--- config.mk ---
export PLATFORM = sky130hd
export DESIGN_NAME = ring_port_arbiter
export DESIGN_NICKNAME = d
export VERILOG_FILES = /design/src/rtl/ring_port_arbiter.sv
export SDC_FILE = /design/constraint.sdc
export NUM_CORES = 1
export LEC_CHECK = 0
export ABC_AREA = 0
export CORE_ASPECT_RATIO = 0.7
export CORE_MARGIN = 5
export CORE_UTILIZATION = 40
export CTS_CLUSTER_SIZE = 8
export DETAILED_ROUTE_END_ITERATION = 6
export PLACE_DENSITY = 0.76
export SYNTH_ARGS = -nofsm -noshare
export SYNTH_HDL_FRONTEND = slang
export SYNTH_SLANG_ARGS = --single-unit
--- constraint.sdc ---
create_clock -name clk -period 5 [get_ports clk]
set_input_delay 1 -clock clk [delete_from_list [all_inputs] [get_ports clk]]
set_output_delay 1 -clock clk [all_outputs]
set_load 0.01 [all_outputs]
--- src/rtl/ring_port_arbiter.sv ---
// Output-circuit arbiter: grants one requesting port and holds the connection
// until the owner releases it or the hold watchdog tears it down.
module ring_port_arbiter #(
    parameter int PORTS    = 4,
    parameter int RR_MODE  = 0,
    parameter int MAX_HOLD = 256,
    parameter int IDW      = $clog2(PORTS)
) (
    input  logic             clk,
    input  logic             rst_n,
    input  logic [PORTS-1:0] request_i,
    input  logic [PORTS-1:0] release_i,
    output logic [PORTS-1:0] grant_o,
    output logic             grant_valid_o,
    output logic [IDW-1:0]   grant_id_o,
    output logic             timeout_o
);
    localparam int CW = (MAX_HOLD > 0) ? $clog2(MAX_HOLD + 1) : 1;
    localparam logic [CW-1:0] HOLD_SAT  = CW'(MAX_HOLD);
    localparam logic [CW-1:0] HOLD_LAST = CW'((MAX_HOLD > 0) ? MAX_HOLD - 1 : 0);

    typedef enum logic {IDLE, GRANT} state_t;

    state_t           state_q, state_d;
    logic [PORTS-1:0] grant_d;
    logic             valid_d;
    logic [IDW-1:0]   id_d;
    logic             timeout_d;
    logic [CW-1:0]    hold_q, hold_d;
    logic [IDW-1:0]   rr_ptr_q, rr_ptr_d;

    logic             win_found;
    logic [IDW-1:0]   win_id;
    int               cand_int;
    logic [IDW-1:0]   cand;
    logic             owner_released;
    logic             hold_expired;
    logic             end_grant;

    // Walk ports in priority order; the first requester found wins.
    always_comb begin
        win_found = 1'b0;
        win_id    = '0;
        cand_int  = 0;
        cand      = '0;
        for (int p = 0; p < PORTS; p++) begin
            if (RR_MODE != 0) begin
                cand_int = (int'(rr_ptr_q) + 1 + p) % PORTS;
            end else if (p == 0) begin
                cand_int = 0;
            end else if (p == 1) begin
                cand_int = PORTS - 1;
            end else begin
                cand_int = p - 1;
            end
            cand = IDW'(cand_int);
            if (!win_found && request_i[cand]) begin
                win_found = 1'b1;
                win_id    = cand;
            end
        end
    end

    assign owner_released = release_i[grant_id_o];
    assign hold_expired   = (MAX_HOLD != 0) && (hold_q == HOLD_LAST);
    assign end_grant      = (state_q == GRANT) && (owner_released || hold_expired);

    // A release (or expiry) re-arbitrates in the same cycle so handoff has no idle gap.
    always_comb begin
        state_d   = state_q;
        grant_d   = grant_o;
        valid_d   = grant_valid_o;
        id_d      = grant_id_o;
        rr_ptr_d  = rr_ptr_q;
        timeout_d = (state_q == GRANT) && hold_expired && !owner_released;
        hold_d    = '0;
        if (state_q == GRANT) begin
            hold_d = (hold_q == HOLD_SAT) ? hold_q : hold_q + CW'(1);
        end
        if ((state_q == IDLE) || end_grant) begin
            if (win_found) begin
                state_d  = GRANT;
                grant_d  = PORTS'(1) << win_id;
                valid_d  = 1'b1;
                id_d     = win_id;
                rr_ptr_d = win_id;
                hold_d   = '0;
            end else begin
                state_d = IDLE;
                grant_d = '0;
                valid_d = 1'b0;
                id_d    = '0;
                hold_d  = '0;
            end
        end
    end

    // All outputs come straight from these flops.
    always_ff @(posedge clk or negedge rst_n) begin
        if (!rst_n) begin
            state_q       <= IDLE;
            grant_o       <= '0;
            grant_valid_o <= 1'b0;
            grant_id_o    <= '0;
            timeout_o     <= 1'b0;
            hold_q        <= '0;
            rr_ptr_q      <= '0;
        end else begin
            state_q       <= state_d;
            grant_o       <= grant_d;
            grant_valid_o <= valid_d;
            grant_id_o    <= id_d;
            timeout_o     <= timeout_d;
            hold_q        <= hold_d;
            rr_ptr_q      <= rr_ptr_d;
        end
    end

endmodule
==> metrics <==
outcome complete, no violations; First DRT Iteration DRCs 17; Top Ports 18; Crit. Startpoint hold_q[0]; Met1 Wirelength between 800 and 900 um; placement row count 14; pin count of the biggest net entering global routing 18; CTS H-tree depth 1; WP data arrival 2530 ps; HPWL after DPL approximately 1400 um; Yosys cell types 28; crit path kind flop to flop; Worst Skew around 5.1 ps; most instantiated library cell after synthesis dfrtp_1; footprint of the multi-input gates approximately 440 um^2; CP max FO 15; WL met3 83 um; TritonCTS buffer count 3; Routed Wire Length 1790 um; Post-Syn Instances 84; Comb power frac 37.7%; hold_ws roughly 500 ps; Reg area 425 um^2; fill count roughly 200; EDFF count, synth 0; startpoint types flop; HP Class flop to flop; post-synth top area share between 40% and 50%; initial antenna violation count 0; clock slew at reported path FFs 90 ps; first-pass GRT wire length ~3100 um; Pleak roughly 0.46 nW; total global-route track usage 12.3%; CTS resizes 0; vias per cell ~5.2; die width around 67 um; fmax between 400 and 500 MHz; r2r endpoint grant_o[2]; die area roughly 3300 um^2; area grow syn2layout 25.1%; Final Cycle Share 47.1%; max layer used met4; share of post-route cells with drive strength above 1 a little under an eighth; hold_sp grant_o[1]; Inserted Diodes 0; worst vdd ir roughly 0.18 mV; Seq/Total Area, Yosys 47.5%; Remaining DRCs 0; cell accounting for the most synthesized area dfrtp_1; vias after detailed routing ~710; Post-synth ARST share 100%; reg2reg start hold_q[0]; Die Ht between 40 and 50 um; Syn Nets 97; metal2 WL between 800 and 900 um; Post-CTS Setup Inserts 0; total clock sinks 17; root buffer cell clkbuf_4; fin. max-slew vios 0; vias in the first global route ~660; Cell Area, Synth approximately 900 um^2; Reg power frac between 40 and 50%; worst slew pin tran 740 ps; main flop type after synthesis dfrtp_1; Initial Util roughly two fifths; RSZ-0062 raised after global routing no; antenna-violating nets left 0; CTS tree yes; Sw Share approximately a third; worst path required time 5170 ps; worst setup path endpoint grant_o[2]; core box area roughly 2100 um^2; clock share of power 17.3%; Synth Area per Inst 10.7 um^2; clk buf depth 2; crit path capture type flop; fin crit period ~2400 ps; Worst slew margin slightly above 50%; Port Buffer Count 17; Final Hold Viols 0; final setup fails 0; wire per inst 13.2 um; sw power 0.133 mW; Final nets between 100 and 150; Synth area leaders dfrtp_1 47%, mux2_2 7.5%, a21oi_1 4.5%; PD cells around 360 nW/um^2; clk_lat worst skew 280 ps; gr ovfl total 0; setup TNS 0 ps; DR pass1 iterations 4; cells on worst reg2reg path 7; synth cell count leaders 17 x dfrtp_1, 8 x a21oi_1, 6 x mux2_2; Synth Register Bits 17; Reg2Reg Setup Slack roughly 2600 ps; max-cap violations 0; Int Pwr approximately 0.27 mW; gp weighted congestion around 0.76; Post-CTS Hold Fix Bufs 0; warnings from Yosys 0
[layout make-up]
cell class	instances	area share, %
multi-input cells	62	39.6
flip-flops and latches	17	37.9
repair buffers	17	15.2
well taps	32	3.57
clock buffers	4	2.34
inverters	4	1.34
[worst max-delay path: stages (launching register included)]
cell     delay (ps)
dfrtp_1         400
ha_1            230
nand2_1         100
nor3_1          230
ha_1            240
and3b_1         230
a22oi_4         430
mux2_2          390
[power by group through the flow]
stage	registers [mW]	clock network, mW	logic, mW
final	0.182	0.0701	0.153
after CTS	0.183	0.0721	0.154
after global routing	0.186	0.0810	0.166
after global placement	0.184	0	0.151
after detailed placement	0.186	0	0.154
after floorplan	0.188	0	0.0984
[how the worst min path moves through the flow]
stage / endpoint / slack (ps) / depth (start not counted)
after detailed placement: grant_o[1] / 500 / 1
after floorplan: hold_q[1] / 540 / 2
after CTS: grant_o[1] / 520 / 1
final: grant_o[1] / 510 / 1
after global routing: grant_o[0] / 550 / 1
after global placement: grant_o[1] / 490 / 1
[routing by layer]
layer	vias up	track usage, %
li1	350	-
met1	340	18.1
met2	19	17.1
met3	2	3.41
met4	0	4.05
met5	-	0
[cells in the final DEF, fill, tap and decap left out, drive strengths merged]
cell and n:
a211oi 1, a21o 1, a21oi 8, a22oi 1, and3 1, and3b 1, clkbuf 4, clkdlybuf4s50 17
dfrtp 17, ha 3, inv 4, mux2 6, mux2i 2, nand2 5, nand2b 2, nand3 4
nand4 1, nor2 4, nor2b 1, nor3 4, nor3b 2, nor4 1, nor4b 2, o21ai 5
or3 3, or4b 2, xor2 2
[logic make-up after synthesis]
| group | after synthesis | share of synthesized area, % |
|---|---|---|
| and+or+nand+nor | 33 | 21.9 |
| DFF | 17 | 47.5 |
| AOI/OAI and AO/OA | 16 | 11.3 |
| muxes | 8 | 10.2 |
| buffers and inverters | 5 | 2.93 |
| adders and majority gates | 3 | 4.19 |
| xor gates and xnor gates | 2 | 1.96 |
[sequential cells by signal, indices dropped and copies added (netlist names)]
signal,flops
state_q,1
grant_id_o,2
grant_o,4
hold_q,9
timeout_o,1
[per-stage QoR]
stage | setup WS, ps | power [mW] | instances | instance area, um^2 | util (%)
after CTS | 2610 | 0.409 | 136 | 1120 | 52.5
after floorplan | 3040 | 0.286 | 84 | 896 | -
final | 2640 | 0.406 | 136 | 1120 | 52.5
after detailed placement | 2460 | 0.339 | 132 | 1090 | 51.2
after global placement | 2500 | 0.336 | 132 | 1090 | 51.2
after global routing | 2420 | 0.433 | 136 | 1120 | 52.5
Power figures use the tool's default switching activity.
